==> src/rtl/usrt_pkg.sv <==
// usrt_pkg: constants and types shared across the USRT transmit path.
package usrt_pkg;
   localparam int FRAME_W    = 11;
   localparam int START_BIT  = 0;
   localparam int DATA_LSB   = 1;
   localparam int DATA_MSB   = 8;
   localparam int PARITY_BIT = 9;
   localparam int STOP_BIT   = 10;
   typedef enum logic [1:0] {PAR_EVEN = 2'b01, PAR_ODD = 2'b10} parity_e;
   typedef enum logic {IDLE, SHIFT} tx_state_e;
endpackage

==> src/rtl/usrt_tx_shifter_if.sv <==
// usrt_tx_shifter_if: frame handshake and serial line bundle of the transmit shifter.
interface usrt_tx_shifter_if;
   import usrt_pkg::*;
   logic [FRAME_W-1:0] i_Data;
   logic               i_Valid;
   logic               o_Ready;
   logic               o_Txd;
   logic               o_Sclk;
   logic               o_Busy;
   logic               o_Done;
   modport master (output i_Data, i_Valid, input o_Ready, o_Txd, o_Sclk, o_Busy, o_Done);
   modport slave  (input i_Data, i_Valid, output o_Ready, o_Txd, o_Sclk, o_Busy, o_Done);
endinterface

==> src/rtl/usrt_bit_timer.sv <==
// usrt_bit_timer: per-bit clock counter generating the serial clock and bit-end strobes.
module usrt_bit_timer #(
   parameter int CLKS_PER_BIT = 4
) (
   input  logic clk,
   input  logic rst,
   input  logic en,
   output logic sclk,
   output logic bit_end,
   output logic near_end
);
   localparam int CW = $clog2(CLKS_PER_BIT);
   localparam logic [CW-1:0] LAST = CW'(CLKS_PER_BIT - 1);
   localparam logic [CW-1:0] PRE  = CW'(CLKS_PER_BIT - 2);
   localparam logic [CW-1:0] HALF = CW'(CLKS_PER_BIT / 2);
   logic [CW-1:0] ccnt, nxt;
   assign nxt      = (ccnt == LAST) ? '0 : ccnt + 1'b1;
   assign bit_end  = en && ccnt == LAST;
   assign near_end = en && ccnt == PRE;
   // sclk is registered from the next count so it rises exactly at mid-bit
   always_ff @(posedge clk) begin
      if (rst || !en) begin
         ccnt <= '0;
         sclk <= 1'b0;
      end else begin
         ccnt <= nxt;
         sclk <= nxt >= HALF;
      end
   end
endmodule

==> src/rtl/usrt_tx_shifter.sv <==
// usrt_tx_shifter: LSB-first frame serializer with synchronous serial clock.
// Define TX_HOLD_BUFFER_EN for a one-entry holding register giving gapless back-to-back frames.
module usrt_tx_shifter
   import usrt_pkg::*;
#(
   parameter int CLKS_PER_BIT = 4
) (
   input logic              i_Pclk,
   input logic              i_Rst,
   usrt_tx_shifter_if.slave bus
);
   localparam int BW = $clog2(FRAME_W);
   localparam logic [BW-1:0] LAST_BIT = BW'(FRAME_W - 1);
   tx_state_e          state;
   logic [FRAME_W-1:0] sr, shifted;
   logic [BW-1:0]      bcnt;
   logic               ready, busy, done, bit_end, near_end, xfer, last;
`ifdef TX_HOLD_BUFFER_EN
   logic [FRAME_W-1:0] hold;
   logic               hold_full;
`endif
   assign xfer    = bus.i_Valid && ready;
   assign last    = bit_end && bcnt == LAST_BIT;
   // shifting in ones leaves the line idle-high once the frame has drained
   assign shifted = {1'b1, sr[FRAME_W-1:1]};
   usrt_bit_timer #(.CLKS_PER_BIT(CLKS_PER_BIT)) u_timer (
      .clk      (i_Pclk),
      .rst      (i_Rst),
      .en       (busy),
      .sclk     (bus.o_Sclk),
      .bit_end  (bit_end),
      .near_end (near_end)
   );
   always_ff @(posedge i_Pclk) begin
      if (i_Rst) begin
         state <= IDLE;
         sr    <= '1;
         bcnt  <= '0;
         ready <= 1'b1;
         busy  <= 1'b0;
         done  <= 1'b0;
`ifdef TX_HOLD_BUFFER_EN
         hold      <= '0;
         hold_full <= 1'b0;
`endif
      end else begin
         done <= near_end && bcnt == LAST_BIT;
`ifdef TX_HOLD_BUFFER_EN
         if (state == IDLE || last) begin
            if (hold_full) begin
               sr        <= hold;
               hold_full <= 1'b0;
               ready     <= 1'b1;
               state     <= SHIFT;
               busy      <= 1'b1;
               bcnt      <= '0;
            end else if (xfer) begin
               sr    <= bus.i_Data;
               state <= SHIFT;
               busy  <= 1'b1;
               bcnt  <= '0;
            end else if (last) begin
               sr    <= shifted;
               state <= IDLE;
               busy  <= 1'b0;
               bcnt  <= '0;
            end
         end else begin
            if (bit_end) begin
               sr   <= shifted;
               bcnt <= bcnt + 1'b1;
            end
            if (xfer) begin
               hold      <= bus.i_Data;
               hold_full <= 1'b1;
               ready     <= 1'b0;
            end
         end
`else
         if (state == IDLE) begin
            if (xfer) begin
               sr    <= bus.i_Data;
               state <= SHIFT;
               busy  <= 1'b1;
               ready <= 1'b0;
               bcnt  <= '0;
            end
         end else if (bit_end) begin
            sr   <= shifted;
            bcnt <= last ? '0 : bcnt + 1'b1;
            if (last) begin
               state <= IDLE;
               busy  <= 1'b0;
               ready <= 1'b1;
            end
         end
`endif
      end
   end
   assign bus.o_Ready = ready;
   assign bus.o_Txd   = sr[0];
   assign bus.o_Busy  = busy;
   assign bus.o_Done  = done;
endmodule

==> src/flat_wrapper.sv <==
// flat-port wrapper written by rule: the top's interface ports become plain ports
module usrt_tx_shifter_flat import usrt_pkg::*;
#(
   parameter int CLKS_PER_BIT = 4
)
  (i_Pclk, i_Rst, bus_i_Data, bus_i_Valid, bus_o_Ready, bus_o_Txd, bus_o_Sclk, bus_o_Busy, bus_o_Done);
  usrt_tx_shifter_if bus_i ();
  input logic i_Pclk;
  input logic i_Rst;
  input wire logic [$bits(bus_i.i_Data)-1:0] bus_i_Data;
  input wire logic [$bits(bus_i.i_Valid)-1:0] bus_i_Valid;
  output wire logic [$bits(bus_i.o_Ready)-1:0] bus_o_Ready;
  output wire logic [$bits(bus_i.o_Txd)-1:0] bus_o_Txd;
  output wire logic [$bits(bus_i.o_Sclk)-1:0] bus_o_Sclk;
  output wire logic [$bits(bus_i.o_Busy)-1:0] bus_o_Busy;
  output wire logic [$bits(bus_i.o_Done)-1:0] bus_o_Done;
  assign bus_i.i_Data = bus_i_Data;
  assign bus_i.i_Valid = bus_i_Valid;
  assign bus_o_Ready = bus_i.o_Ready;
  assign bus_o_Txd = bus_i.o_Txd;
  assign bus_o_Sclk = bus_i.o_Sclk;
  assign bus_o_Busy = bus_i.o_Busy;
  assign bus_o_Done = bus_i.o_Done;
  usrt_tx_shifter #(.CLKS_PER_BIT(CLKS_PER_BIT)) u_core (.i_Pclk(i_Pclk), .i_Rst(i_Rst), .bus(bus_i));
endmodule
==> config.mk <==
export PLATFORM = sky130hd
export DESIGN_NAME = usrt_tx_shifter_flat
export DESIGN_NICKNAME = d
export VERILOG_FILES = /design/src/rtl/usrt_pkg.sv /design/src/rtl/usrt_tx_shifter_if.sv /design/src/rtl/usrt_bit_timer.sv /design/src/rtl/usrt_tx_shifter.sv /design/src/flat_wrapper.sv
export SDC_FILE = /design/constraint.sdc
export NUM_CORES = 1
export LEC_CHECK = 0
export CAP_MARGIN = 20
export CORE_MARGIN = 2
export CORE_UTILIZATION = 30
export CTS_CLUSTER_SIZE = 28
export DETAILED_ROUTE_END_ITERATION = 6
export MAX_ROUTING_LAYER = met4
export SYNTH_ARGS = -nofsm -noshare
export SYNTH_HDL_FRONTEND = slang
export SYNTH_HIERARCHICAL = 1
export SYNTH_SLANG_ARGS = --single-unit
==> constraint.sdc <==
create_clock -name i_Pclk -period 2.55 [get_ports i_Pclk]
set_clock_uncertainty 0.15 [all_clocks]
set_input_delay 0.51 -clock i_Pclk [delete_from_list [all_inputs] [get_ports i_Pclk]]
set_output_delay 0.51 -clock i_Pclk [all_outputs]
set_load 0.03 [all_outputs]
Word-level counts from Yosys, hierarchy flattened
Cells that the tools add are included. Widths: inputs -> output; s select.

Order comparisons: 1. Eq/ne operators: 5. Multipliers: 0. Bitwise operators: 0. Div/mod/pow operators: 0. Shift operators: 0. Reductions and logical operators: 10. $add $sub $neg: 2. Multiplexer cells: 20.

Operators by type and width (count): $mux 11 (3); $mux 4 (4); $mux 1 (12); $logic_and 1x1->1 (5); $add 4x1->4 const B (1); $eq 2x2->1 const B (2); $eq 4x4->1 const B (1); $ne 2x2->1 const B (2); $reduce_and 3->1 (1); $add 2x1->2 const B (1); $ge 2x2->1 const B (1); $mux 2 (1); $reduce_and 2->1 (1); $reduce_bool 2->1 (1); $logic_not 1->1 (1); $logic_or 1x1->1 (1).

Memories: 0. ROM bits: 0. Bits in writable memories: 0. Flip-flop bits (word level): 22. Output and inout port bits: 5. Latch bits: 0. Logic and storage cells: 46. Input bits: 14.

Depth between registers and ports, before layout
Depth in word-level cells: 6. Mapped depth: 7. Mapped depth without buffers: 5.

Cells and area by module
The synthesis kept the hierarchy.

By module, submodules not included: usrt_tx_shifter (sequential area each 380.4 um2, cells each 116, instances 1, area each 1048.5 um2); usrt_bit_timer (sequential area each 40.0 um2, cells each 9, instances 1, area each 103.8 um2).

Least setup slack after synthesis
OpenSTA, ideal clock, no wires.

Path type: register -> register. From: reg, netlist name u_core/u_timer/sclk. To: reg u_core.sr[4]. Data arrival time: 1.587 ns. Setup time: 0.114 ns. Data required time: 2.286 ns. Period minus slack after synthesis: 1.851 ns. Path slack: 0.699 ns. Buffers on the path: 2. Stages on the path, launching flop included: 8. Path through: dfxtp_1 > ha_1 > and2_1 > buf_6 > buf_4 > mux2i_1 > nand2_1 > a21o_1.

RTL lines: to (signal assigned) (line usrt_tx_shifter.sv:82) `sr <= bus.i_Data;`; to (signal assigned) (line usrt_tx_shifter.sv:89) `sr <= shifted;`; to (decl) (line usrt_tx_shifter.sv:15) `logic [FRAME_W-1:0] sr, shifted;`.

Final worst setup path
From: reg u_core.busy (netlist: u_core/bus.o_Busy). To: out bus_o_Busy.

RTL lines: from (decl) (line usrt_tx_shifter.sv:17) `logic ready, busy, done, bit_end, near_end, xfer, last;`; from (signal assigned) (line usrt_tx_shifter.sv:40) `busy <= 1'b0;`; from (signal assigned) (line usrt_tx_shifter.sv:84) `busy <= 1'b1;`; from (signal assigned) (line usrt_tx_shifter.sv:93) `busy <= 1'b0;`; to (decl) (line flat_wrapper.sv:15) `output wire logic [$bits(bus_i.o_Busy)-1:0] bus_o_Busy;`.

No word-level cell between the ends.

==> flow_metrics.py <==
metrics = {
    "critical_path": {
        "slowest_delay_ns": 0.69,
        "cp.arrival_ns": 1.33,
        "path_class": "flip-flop to output pin",
        "critPathRequiredTime_ns": 1.89,
        "r2r_start": "u_core/u_timer/ccnt[0]$_SDFF_PP0_",
        "start_kind": "flip-flop",
        "path_cells": "clkdlybuf4s50_1",
        "worstPathMaxFanout": 6,
        "r2r-end": "u_core/sr[9]$_SDFFE_PP1P_",
        "path_delay_family": "buffers and inverters",
        "r2r_cells": 6,
        "cp.buffers_inverters": 1,
        "end_kind": "output pin",
        "reg2reg_slack_ns": 0.57,
        "critical_path.slowest_cell": "clkdlybuf4s50_1",
    },
    "global_route": {
        "grt_pass1_wl_um": 4020,
        "groute.usage.overall": 0.123,
        "overflow": 0,
        "grt_pass1_vias": 888,
        "antenna_found_initial": 0,
        "grt_max_degree": 23,
    },
    "logic_synthesis": {
        "syn_area_mm2": 0.00115,
        "yosys.area.top_type_share": 0.365,
        "avgSynthCellArea_um2": 9.22,
        "synth_warnings": 6,
        "synth_cells": 125,
        "ys.flop_type": "dfxtp_1",
        "yosys.area_share.xor_xnor": 0,
        "ys_async_sr_fraction": 0,
        "synth.area.mux_share": 0.0869,
        "synth_compound_area_frac": 0.225,
        "synth-edff-count": 0,
        "ys_types": 33,
        "yosys.area_share.simple": 0.221,
        "synth_top_family_by_area": "compound AO/OA/AOI/OAI gates",
        "synth_nets": 143,
        "synthAdderAreaFrac": 0.0434,
        "synth_area_leader_cell": "dfxtp_1",
        "ys_seq_area_frac": 0.365,
        "ys_ff_latch": 21,
        "synth.area.top_cells": "dfxtp_1 (36%), mux2i_1 (8.7%), a211o_1 (7.6%)",
    },
    "timing": {
        "fin_ws_ns": 0.556,
        "tns_ns": 0,
        "max_slew_margin": 0.698,
        "fmax_ghz": 0.501,
        "worst_pin_slew_ns": 0.452,
        "rsz0062_at_grt": "false",
        "drv_slew": 0,
        "fin_crit_sh": 0.782,
        "hold_viol": 0,
        "period_needed_ns": 1.99,
        "setup_viol": 0,
    },
    "outcome": {
        "outcome": "completed",
    },
    "floorplan": {
        "ios": 19,
        "core-area_mm2": 0.00369,
        "start_util": 0.312,
        "die_area_mm2": 0.00435,
        "num_rows": 22,
        "die_x_um": 66.0,
        "die_y_um": 66.0,
    },
    "placed_design": {
        "io_buffers": 18,
        "hpwlAfterDp_um": 1670,
        "gp_congestion": 0.760,
        "post_dp_cell_area_mm2": 0.00137,
        "dp_slack_ns": 0.503,
    },
    "clock_tree": {
        "cts_sinks": 21,
        "clock_latency_ns": 0.26,
        "numCtsBuffers": 3,
        "cts_tree": "built",
        "cts_hold_buf": 0,
        "cts_resized": 0,
        "cts_root_buf": "clkbuf_8",
        "clockBufferDepth": 2,
        "postCtsSetupBuffers": 0,
        "path_clk_slew_ns": 0.08,
        "cts-htree-levels": 1,
    },
    "pwr": {
        "ir_worst_vdd_uv": 355,
        "seq_power_share": 0.512,
        "p_clk_frac": 0.298,
        "p_switching_uw": 194,
        "power_density_mw_per_mm2": 516,
        "internal-power_uw": 537,
        "combPwrFrac": 0.191,
        "leakagePower_nw": 0.559,
        "p_sw_frac": 0.266,
    },
    "hold_path": {
        "hold_path_class": "flip-flop to flip-flop",
        "holdPathStages": 1,
        "hold_start": "u_core/u_timer/ccnt[0]$_SDFF_PP0_",
        "whs_endpoint": "u_core/u_timer/ccnt[0]$_SDFF_PP0_",
    },
    "detailed_routing": {
        "firstDrtPassIters": 4,
        "viasPerCell": 5.01,
        "drt_iter0_drc": 26,
        "ant_nets": 0,
        "via_count": 952,
        "drc": 0,
        "wirelength_um": 2370,
        "drt-wirelength-per-cell_um": 12.5,
    },
    "layout": {
        "insertedDiodeCount": 0,
        "design_area_mm2": 0.00142,
        "num-nets-final": 161,
        "synthToLayoutAreaGrowth_pct": 22.9,
        "layout_commonest_cell": "dfxtp_1",
        "drive_gt1_frac": 0.0775,
        "mostFrequentLayoutCells": "dfxtp_1 (21), clkdlybuf4s50_1 (18), nand2_1 (12)",
    },
    "run": {
        "drv_cap": 0,
    },
}
==> kinds of logic after synthesis <==
| family | after synthesis |
|---|---|
| compound gates | 35 |
| fa+ha+maj | 4 |
| buf+inv | 12 |
| flops | 21 |
| mux | 10 |
| simple gates | 43 |
==> routing by layer <==
layer	up-vias	global-route usage	part of all wire
li1	491	-	-
met1	444	0.149	0.46
met2	15	0.199	0.50
met3	2	0.0307	0.033
met4	0	0.0408	0.0059
met5	-	-	0
==> stage by stage <==
stage                     cells  hold WS, ns   util  total power [mW]
after CTS                   190        0.351  0.384             0.742
after detailed placement    186        0.329  0.371             0.521
after global routing        190        0.372  0.384             0.777
after global placement      186        0.302  0.371             0.518
final                       190        0.352  0.384             0.731
after floorplan             125        0.289      -             0.471
==> flip-flops by register name, indices dropped and copies added (netlist names) <==
name                 count
u_core/bcnt              4
u_core/u_timer/sclk      1
u_core/u_timer/ccnt      1
u_core/sr               11
u_core/bus.o_Done        1
u_core/bus.o_Ready       1
u_core/state             1
u_core/bus.o_Busy        1
==> cells in the mapped netlist, types with 2 or more instances <==
cell	count
dfxtp_1	21
nand2_1	12
and3_1	11
a211o_1	10
a21o_1	10
mux2i_1	10
a21oi_1	4
clkbuf_1	4
ha_1	4
buf_2	3
nand3b_1	3
nor3b_1	3
a31oi_1	2
and2_1	2
and3b_1	2
buf_6	2
inv_1	2
nand3_1	2
nor2_1	2
o21ai_0	2
o21bai_1	2
==> how the worst max path moves through the flow <==
| stage | cells after the start | start | slack [ns] | endpoint |
|---|---|---|---|---|
| floorplan | 7 | u_core/u_timer/sclk$_SDFF_PP0_ | 0.70 | u_core/sr[4]$_SDFFE_PP1P_ |
| global placement | 4 | bus_i_Valid | 0.53 | u_core/sr[4]$_SDFFE_PP1P_ |
| detailed placement | 4 | bus_i_Valid | 0.50 | u_core/sr[4]$_SDFFE_PP1P_ |
| CTS | 1 | u_core/bus.o_Busy$_SDFFE_PP0P_ | 0.54 | bus_o_Busy |
| global route | 6 | u_core/u_timer/ccnt[0]$_SDFF_PP0_ | 0.44 | u_core/sr[9]$_SDFFE_PP1P_ |
| finish | 1 | u_core/bus.o_Busy$_SDFFE_PP0P_ | 0.56 | bus_o_Busy |
==> power groups by stage <==
stage	clock, mW	sequential (mW)	combinational, mW
floorplan	0	0.383	0.0884
global placement	0	0.380	0.138
detailed placement	0	0.381	0.140
CTS	0.228	0.374	0.141
global route	0.245	0.378	0.154
finish	0.218	0.374	0.139
==> final cells by class <==
| class | instances | area (µm²) |
|---|---|---|
| Clock inverter | 1 | 5.00 |
| Tap cell | 48 | 60.1 |
| Fill cell | 385 | 2270 |
| Inverter | 2 | 7.51 |
| Multi-Input combinational cell | 92 | 664 |
| Timing Repair Buffer | 23 | 218 |
| Sequential cell | 21 | 420 |
| Clock buffer | 3 | 41.3 |
No activity file was read; power rests on OpenSTA's default activity.
